## config.mk

```make
export PLATFORM = sky130hd
export DESIGN_NAME = wb_forward_rf_flat
export DESIGN_NICKNAME = d
export VERILOG_FILES = /design/src/rtl/wb_forward_rf_if.sv /design/src/rtl/wb_forward_rf.sv /design/src/flat_wrapper.sv
export SDC_FILE = /design/constraint.sdc
export NUM_CORES = 2
export LEC_CHECK = 0
export BUFFER_PORTS_ARGS = -buffer_cell sky130_fd_sc_hd__buf_2
export CAP_MARGIN = 30
export CORE_UTILIZATION = 40
export DETAILED_ROUTE_END_ITERATION = 7
export PLACE_DENSITY = 0.65
export RECOVER_POWER = 25
export SYNTH_ARGS = -nofsm -noshare
export SYNTH_HDL_FRONTEND = slang
export SYNTH_SLANG_ARGS = --single-unit
```

## constraint.sdc

```tcl
create_clock -name clk -period 1.98 [get_ports clk]
set_clock_uncertainty 0.15 [all_clocks]
set_input_delay 0.099 -clock clk [delete_from_list [all_inputs] [get_ports clk]]
set_output_delay 0.099 -clock clk [all_outputs]
set_load 0.1 [all_outputs]
```

## src/rtl/wb_forward_rf_if.sv

```systemverilog
// rtl/wb_forward_rf_if.sv - writeback pipeline and forwarding register file signal bundle
interface wb_forward_rf_if #(
    parameter int DATA_W = 32,
    parameter int ADDR_W = 5
);
    logic [ADDR_W-1:0] ex_wd_i;
    logic              ex_wreg_i;
    logic [DATA_W-1:0] ex_wdata_i;
    logic              stall_i;
    logic              flush_i;
    logic              re1_i;
    logic              re2_i;
    logic [ADDR_W-1:0] raddr1_i;
    logic [ADDR_W-1:0] raddr2_i;
    logic [DATA_W-1:0] rdata1_o;
    logic [DATA_W-1:0] rdata2_o;
    logic [1:0]        fwd1_o;
    logic [1:0]        fwd2_o;
    logic [ADDR_W-1:0] mem_wd_o;
    logic              mem_wreg_o;
    logic [DATA_W-1:0] mem_wdata_o;
    logic [ADDR_W-1:0] wb_wd_o;
    logic              wb_wreg_o;
    logic [DATA_W-1:0] wb_wdata_o;

    modport master (
        output ex_wd_i, ex_wreg_i, ex_wdata_i, stall_i, flush_i,
        output re1_i, re2_i, raddr1_i, raddr2_i,
        input  rdata1_o, rdata2_o, fwd1_o, fwd2_o,
        input  mem_wd_o, mem_wreg_o, mem_wdata_o,
        input  wb_wd_o, wb_wreg_o, wb_wdata_o
    );

    modport slave (
        input  ex_wd_i, ex_wreg_i, ex_wdata_i, stall_i, flush_i,
        input  re1_i, re2_i, raddr1_i, raddr2_i,
        output rdata1_o, rdata2_o, fwd1_o, fwd2_o,
        output mem_wd_o, mem_wreg_o, mem_wdata_o,
        output wb_wd_o, wb_wreg_o, wb_wdata_o
    );
endinterface

```

## src/rtl/wb_forward_rf.sv

```systemverilog
// rtl/wb_forward_rf.sv - EX/MEM and MEM/WB pipeline registers with a forwarding register file
module wb_forward_rf #(
    parameter int DATA_W = 32,
    parameter int ADDR_W = 5
) (
    input  logic          clk,
    input  logic          rst,
    wb_forward_rf_if.slave bus
);
    localparam int DEPTH = 2 ** ADDR_W;

    logic [ADDR_W-1:0] mem_wd_q, mem_wd_d, wb_wd_q, wb_wd_d;
    logic              mem_wreg_q, mem_wreg_d, wb_wreg_q, wb_wreg_d;
    logic [DATA_W-1:0] mem_wdata_q, mem_wdata_d, wb_wdata_q, wb_wdata_d;
    logic [DATA_W-1:0] rf_q [DEPTH];
    logic [DATA_W-1:0] rf_d [DEPTH];

    logic              re_v [2];
    logic [ADDR_W-1:0] ra_v [2];
    logic [DATA_W-1:0] rd_v [2];
    logic [1:0]        fw_v [2];

    // A stall holds EX/MEM and pushes a bubble into MEM/WB; flush clears both.
    always_comb begin
        mem_wd_d    = mem_wd_q;
        mem_wreg_d  = mem_wreg_q;
        mem_wdata_d = mem_wdata_q;
        wb_wd_d     = '0;
        wb_wreg_d   = 1'b0;
        wb_wdata_d  = '0;
        if (bus.flush_i) begin
            mem_wd_d    = '0;
            mem_wreg_d  = 1'b0;
            mem_wdata_d = '0;
        end else if (!bus.stall_i) begin
            mem_wd_d    = bus.ex_wd_i;
            mem_wreg_d  = bus.ex_wreg_i;
            mem_wdata_d = bus.ex_wdata_i;
            wb_wd_d     = mem_wd_q;
            wb_wreg_d   = mem_wreg_q;
            wb_wdata_d  = mem_wdata_q;
        end
    end

    always_comb begin
        rf_d = rf_q;
        if (wb_wreg_q && wb_wd_q != '0) begin
            rf_d[wb_wd_q] = wb_wdata_q;
        end
    end

    always_ff @(posedge clk or negedge rst) begin
        if (!rst) begin
            mem_wd_q    <= '0;
            mem_wreg_q  <= 1'b0;
            mem_wdata_q <= '0;
            wb_wd_q     <= '0;
            wb_wreg_q   <= 1'b0;
            wb_wdata_q  <= '0;
            for (int i = 0; i < DEPTH; i++) begin
                rf_q[i] <= '0;
            end
        end else begin
            mem_wd_q    <= mem_wd_d;
            mem_wreg_q  <= mem_wreg_d;
            mem_wdata_q <= mem_wdata_d;
            wb_wd_q     <= wb_wd_d;
            wb_wreg_q   <= wb_wreg_d;
            wb_wdata_q  <= wb_wdata_d;
            rf_q        <= rf_d;
        end
    end

    // Youngest producer wins; a zero address never matches because raddr 0 is filtered first.
    always_comb begin
        re_v[0] = bus.re1_i;
        re_v[1] = bus.re2_i;
        ra_v[0] = bus.raddr1_i;
        ra_v[1] = bus.raddr2_i;
        for (int p = 0; p < 2; p++) begin
            rd_v[p] = '0;
            fw_v[p] = 2'd0;
            if (rst && re_v[p] && ra_v[p] != '0) begin
                if (bus.ex_wreg_i && bus.ex_wd_i == ra_v[p]) begin
                    rd_v[p] = bus.ex_wdata_i;
                    fw_v[p] = 2'd1;
                end else if (mem_wreg_q && mem_wd_q == ra_v[p]) begin
                    rd_v[p] = mem_wdata_q;
                    fw_v[p] = 2'd2;
                end else if (wb_wreg_q && wb_wd_q == ra_v[p]) begin
                    rd_v[p] = wb_wdata_q;
                    fw_v[p] = 2'd3;
                end else begin
                    rd_v[p] = rf_q[ra_v[p]];
                end
            end
        end
    end

    assign bus.rdata1_o    = rd_v[0];
    assign bus.rdata2_o    = rd_v[1];
    assign bus.fwd1_o      = fw_v[0];
    assign bus.fwd2_o      = fw_v[1];
    assign bus.mem_wd_o    = mem_wd_q;
    assign bus.mem_wreg_o  = mem_wreg_q;
    assign bus.mem_wdata_o = mem_wdata_q;
    assign bus.wb_wd_o     = wb_wd_q;
    assign bus.wb_wreg_o   = wb_wreg_q;
    assign bus.wb_wdata_o  = wb_wdata_q;
endmodule

```

## src/flat_wrapper.sv

```systemverilog
// flat-port wrapper written by rule: the top's interface ports become plain ports
module wb_forward_rf_flat 
#(
    parameter int DATA_W = 32,
    parameter int ADDR_W = 5
)
  (clk, rst, bus_ex_wd_i, bus_ex_wreg_i, bus_ex_wdata_i, bus_stall_i, bus_flush_i, bus_re1_i, bus_re2_i, bus_raddr1_i, bus_raddr2_i, bus_rdata1_o, bus_rdata2_o, bus_fwd1_o, bus_fwd2_o, bus_mem_wd_o, bus_mem_wreg_o, bus_mem_wdata_o, bus_wb_wd_o, bus_wb_wreg_o, bus_wb_wdata_o);
  wb_forward_rf_if #(.DATA_W(DATA_W), .ADDR_W(ADDR_W)) bus_i ();
  input  logic clk;
  input  logic rst;
  input wire logic [$bits(bus_i.ex_wd_i)-1:0] bus_ex_wd_i;
  input wire logic [$bits(bus_i.ex_wreg_i)-1:0] bus_ex_wreg_i;
  input wire logic [$bits(bus_i.ex_wdata_i)-1:0] bus_ex_wdata_i;
  input wire logic [$bits(bus_i.stall_i)-1:0] bus_stall_i;
  input wire logic [$bits(bus_i.flush_i)-1:0] bus_flush_i;
  input wire logic [$bits(bus_i.re1_i)-1:0] bus_re1_i;
  input wire logic [$bits(bus_i.re2_i)-1:0] bus_re2_i;
  input wire logic [$bits(bus_i.raddr1_i)-1:0] bus_raddr1_i;
  input wire logic [$bits(bus_i.raddr2_i)-1:0] bus_raddr2_i;
  output wire logic [$bits(bus_i.rdata1_o)-1:0] bus_rdata1_o;
  output wire logic [$bits(bus_i.rdata2_o)-1:0] bus_rdata2_o;
  output wire logic [$bits(bus_i.fwd1_o)-1:0] bus_fwd1_o;
  output wire logic [$bits(bus_i.fwd2_o)-1:0] bus_fwd2_o;
  output wire logic [$bits(bus_i.mem_wd_o)-1:0] bus_mem_wd_o;
  output wire logic [$bits(bus_i.mem_wreg_o)-1:0] bus_mem_wreg_o;
  output wire logic [$bits(bus_i.mem_wdata_o)-1:0] bus_mem_wdata_o;
  output wire logic [$bits(bus_i.wb_wd_o)-1:0] bus_wb_wd_o;
  output wire logic [$bits(bus_i.wb_wreg_o)-1:0] bus_wb_wreg_o;
  output wire logic [$bits(bus_i.wb_wdata_o)-1:0] bus_wb_wdata_o;
  assign bus_i.ex_wd_i = bus_ex_wd_i;
  assign bus_i.ex_wreg_i = bus_ex_wreg_i;
  assign bus_i.ex_wdata_i = bus_ex_wdata_i;
  assign bus_i.stall_i = bus_stall_i;
  assign bus_i.flush_i = bus_flush_i;
  assign bus_i.re1_i = bus_re1_i;
  assign bus_i.re2_i = bus_re2_i;
  assign bus_i.raddr1_i = bus_raddr1_i;
  assign bus_i.raddr2_i = bus_raddr2_i;
  assign bus_rdata1_o = bus_i.rdata1_o;
  assign bus_rdata2_o = bus_i.rdata2_o;
  assign bus_fwd1_o = bus_i.fwd1_o;
  assign bus_fwd2_o = bus_i.fwd2_o;
  assign bus_mem_wd_o = bus_i.mem_wd_o;
  assign bus_mem_wreg_o = bus_i.mem_wreg_o;
  assign bus_mem_wdata_o = bus_i.mem_wdata_o;
  assign bus_wb_wd_o = bus_i.wb_wd_o;
  assign bus_wb_wreg_o = bus_i.wb_wreg_o;
  assign bus_wb_wdata_o = bus_i.wb_wdata_o;
  wb_forward_rf #(.DATA_W(DATA_W), .ADDR_W(ADDR_W)) u_core (.clk(clk), .rst(rst), .bus(bus_i));
endmodule
```

==> results.rst <==
.. list-table::
   :header-rows: 1

   * - Metric
     - Value
   * - Status
     - finished with violations
   * - Failing checks
     - negative setup slack
   * - Library cell used as clock root buffer
     - sky130_fd_sc_hd__clkbuf_16
   * - Arrival time of data at the critical path endpoint
     - about 3.2 ns
   * - Syn nets
     - between 4000 and 5000
   * - Final hold violations
     - 0
   * - Kind of start point of the critical path
     - flip-flop
   * - Width of the die
     - a little under 400 um
   * - Leading register cell type out of synthesis
     - sky130_fd_sc_hd__dfrtp_1
   * - Count of nets left with antenna violations after detail routing
     - 0
   * - Final cycle utilization of the critical path
     - 172.8%
   * - Total chip power
     - between 50 and 60 mW
   * - Final estimated routing congestion in global placement
     - roughly 0.89
   * - Largest net degree at the start of global routing
     - 125
   * - Clock edge transition at the registers on the reported setup and hold paths
     - roughly 0.060 ns
   * - Leakage power summed over all cells
     - between 30 and 40 nW
   * - Initial cell density of the core
     - a little over 40%
   * - Total die area
     - around 150000 sq um
   * - Number of vias after detailed routing
     - between 40000 and 50000
   * - Max Fclk
     - around 0.29 GHz
   * - Via count of the first global-routing pass
     - 44320
   * - Worst slew margin
     - about a quarter
   * - Number of nets in the layout
     - ~5100
   * - Cell seen most often among critical-path stages
     - sky130_fd_sc_hd__buf_12
   * - Post-route DRC
     - 0
   * - Netlist cell types
     - 47
   * - Fraction of registers with async set/reset
     - 100.0%
   * - Deepest level of the CTS H-tree
     - 4
   * - Vias per cell
     - approximately 6.2
   * - IO Port Bufs
     - 197
   * - Latest clock arrival within the worst-skew pair
     - just under 0.8 ns
   * - Post-DP HPWL
     - around 130000 um
   * - Number of antenna violations at the first check in global routing
     - 9
   * - Part of the Yosys area used for sequential elements
     - 46.54%
   * - Warnings, synthesis
     - 0
   * - Clock buffer count from CTS
     - 130
   * - Delay of the slowest cell on the worst path
     - 0.49 ns
   * - Global-route congestion overflow total
     - 0
   * - Boundary pin count
     - 198
   * - Worst flop-to-flop path startpoint
     - u_core.bus.wb_wd_o[1]
   * - Detailed router's first-iteration violation count
     - 4395
   * - Worst endpoint required time
     - between 1.5 and 2 ns
   * - Total detailed-routing wirelength
     - approximately 210000 um
   * - Global-route wire length before repair
     - roughly 310000 um
   * - Most used cells in the layout excluding fill and tap cells
     - 1088 x sky130_fd_sc_hd__dfrtp_1, 778 x sky130_fd_sc_hd__mux2_2, 706 x sky130_fd_sc_hd__mux2i_1, 379 x sky130_fd_sc_hd__buf_4, 293 x sky130_fd_sc_hd__buf_12
   * - Path type of the worst min-delay path
     - in -> reg
   * - Filler Cells Inserted
     - 11790
   * - Clock Tree Buf Depth
     - 3
   * - Final Max Tran Viols
     - 0
   * - Worst-margin pin slew
     - 1.133 ns
   * - Synthesized netlist cell count
     - 4503
   * - Number of cell rows
     - 140
   * - Beginning of the worst hold path
     - bus_flush_i
   * - Number of sinks handled by clock tree synthesis
     - 1100
   * - First element of the critical path
     - u_core.bus.wb_wd_o[3]
   * - Multi-input combinational cell area
     - between 30000 and 40000 sq um
   * - Floorplan die height
     - ~390 um
   * - CP max stage cell
     - sky130_fd_sc_hd__dfrtp_4
   * - Seq cells post-synth
     - between 1000 and 1500
   * - Core Util, Final
     - 52.86%
   * - RSZ-0062 raised after global routing
     - true
   * - CP Cell Sequence
     - xor2_1 > nor4_1 > and3_2 > nor2b_4 > buf_12 > buf_12 > a221oi_2 > a21oi_4 > buf_12
   * - DR pass1 iterations
     - 5
   * - Area growth from synthesis to final layout
     - 30.71%
   * - Core region area
     - about 150000 sq um
   * - Pwr/cell area
     - between 600 and 700 nW/um^2
   * - Post-Syn Area per Cell
     - between 10 and 15 sq um
   * - Most frequent standard cell in the layout excluding fill and tap cells
     - sky130_fd_sc_hd__dfrtp_1
   * - TritonCTS clock tree
     - built
   * - Final setup violating endpoints
     - between 2000 and 2500
   * - Area used by sequential logic in the layout
     - 27560 sq um
   * - Number of placed instances with taps included
     - around 6700
   * - Cell Count, Final, Fillers Out
     - about 7100
   * - Placement Setup Slack
     - -0.8258 ns
   * - Proportion of layout cells with a drive suffix above 1
     - 47.02%
   * - Post-layout min period
     - ~3.4 ns
   * - Number of max-capacitance violations reported
     - 0
   * - Routed wirelength normalized by instance count
     - approximately 30 um
   * - Final Hold Slack
     - approximately 0.22 ns
   * - Critical path endpoint category
     - primary output
   * - Global-route usage over all layers
     - a little over a quarter
   * - Maximum fanout along the worst path
     - 7
   * - Number of enable-type register cells in the synthesized netlist
     - 0
   * - PnR worst setup slack
     - -1.442 ns
   * - Worst voltage drop across the vdd grid
     - approximately 0.00063 V
   * - Synthesized cell area
     - about 60000 sq um
   * - Kind of critical path
     - reg -> out
[logic make-up (layout without fill, tap and decap cells)]
| group | Yosys count | after routing | synth area share [%] |
|---|---|---|---|
| and+or+nand+nor | 369 | 369 | 3.313 |
| muxes | 1893 | 1893 | 38.24 |
| xor gates and xnor gates | 30 | 30 | 0.4442 |
| DFF | 1100 | 1100 | 46.54 |
| AOI/OAI and AO/OA | 609 | 609 | 7.334 |
| other | 0 | 11 | 0 |
| buffers and inverters | 502 | 1144 | 4.135 |
[synthesized netlist by cell type (all sizes together) (52+ instances only)]
master / instances / area (sq um)
clkbuf: 218 / 829.5
nor2: 124 / 475.5
nand2: 52 / 195.2
o21ai: 65 / 325.3
dfrtp: 1100 / 27530
a21oi: 64 / 320.3
nand4: 64 / 400.4
a221oi: 64 / 685.7
o22ai: 126 / 788.3
mux2: 993 / 11180
a22oi: 256 / 1922
mux4: 194 / 4369
buf: 284 / 1617
mux2i: 706 / 7067
[critical path: cells and delay by family (launching register included)]
kind            cells  cell delay, ns
compound gates      2            0.28
xor+xnor            1            0.16
buf+inv             3            0.56
flops               1            0.49
simple gates        3            0.87
[report_power, final]
group,switching [mW],leakage (nW),total [mW],internal (mW)
combinational,4.09,18.3,6.41,2.32
clock,9.96,2.16,24.7,14.7
sequential,0.140,15.3,22.7,22.6
total,14.2,35.8,53.8,39.6
[layout make-up]
cell class / count / area share, %
multi-input combinational: 2901 / 41.17
sequential: 1100 / 35.65
timing repair buffer: 917 / 14.38
clock buffer: 189 / 4.993
tap: 1917 / 3.102
clock inverter: 38 / 0.6668
antenna: 11 / 0.03560
[per-stage QoR]
step / TNS [ns] / instance area [sq um]
finish: -704.09 / 77310
global route: -926.64 / 77290
CTS: -355.92 / 76080
detailed placement: -311.03 / 69830
global placement: -308.74 / 69800
floorplan: -211.46 / 60700
[path summary, 6_finish.rpt]
| check | endpoint | slack [ns] | cells after the start |
|---|---|---|---|
| worst min register to register | u_core.rf_q[1019] | 0.25 | 0 |
| max in group asynchronous | u_core.rf_q[883] | -0.56 | 5 |
| min in group asynchronous | u_core.rf_q[520] | 0.91 | 3 |
| worst max-delay path | bus_rdata2_o[3] | -1.44 | 9 |
| worst max register to register | u_core.rf_q[241] | -0.56 | 9 |
| worst min-delay path | u_core.bus.mem_wdata_o[0] | 0.22 | 4 |
[sequential cells by signal (all words and copies together), names as in the netlist]
signal and flops:
u_core.bus.wb_wreg_o 1, u_core.bus.wb_wd_o 5, u_core.bus.mem_wdata_o 32, u_core.bus.mem_wd_o 5
u_core.bus.mem_wreg_o 1, u_core.rf_q 1024, u_core.bus.wb_wdata_o 32
[per-layer routing]
metal,share of wire [%],vias to the layer above,GRT usage (%)
met4,3.6,4,9.439
li1,-,18230,-
met1,43,23380,39.05
met3,8.4,382,4.969
met5,0.011,-,0
met2,45,2050,41.82
[what timing repair did]
action / CTS / global route
cloned: 8 / 12
hold buffers: 108 / 0
endpoints found under the setup margin: 1077 / 1084
buffers inserted: 13 / 28
resized for setup: 92 / 137
hold endpoints to repair: 1156 / 0
pin swaps: 12 / 51
(Power assumes the default switching activity.)
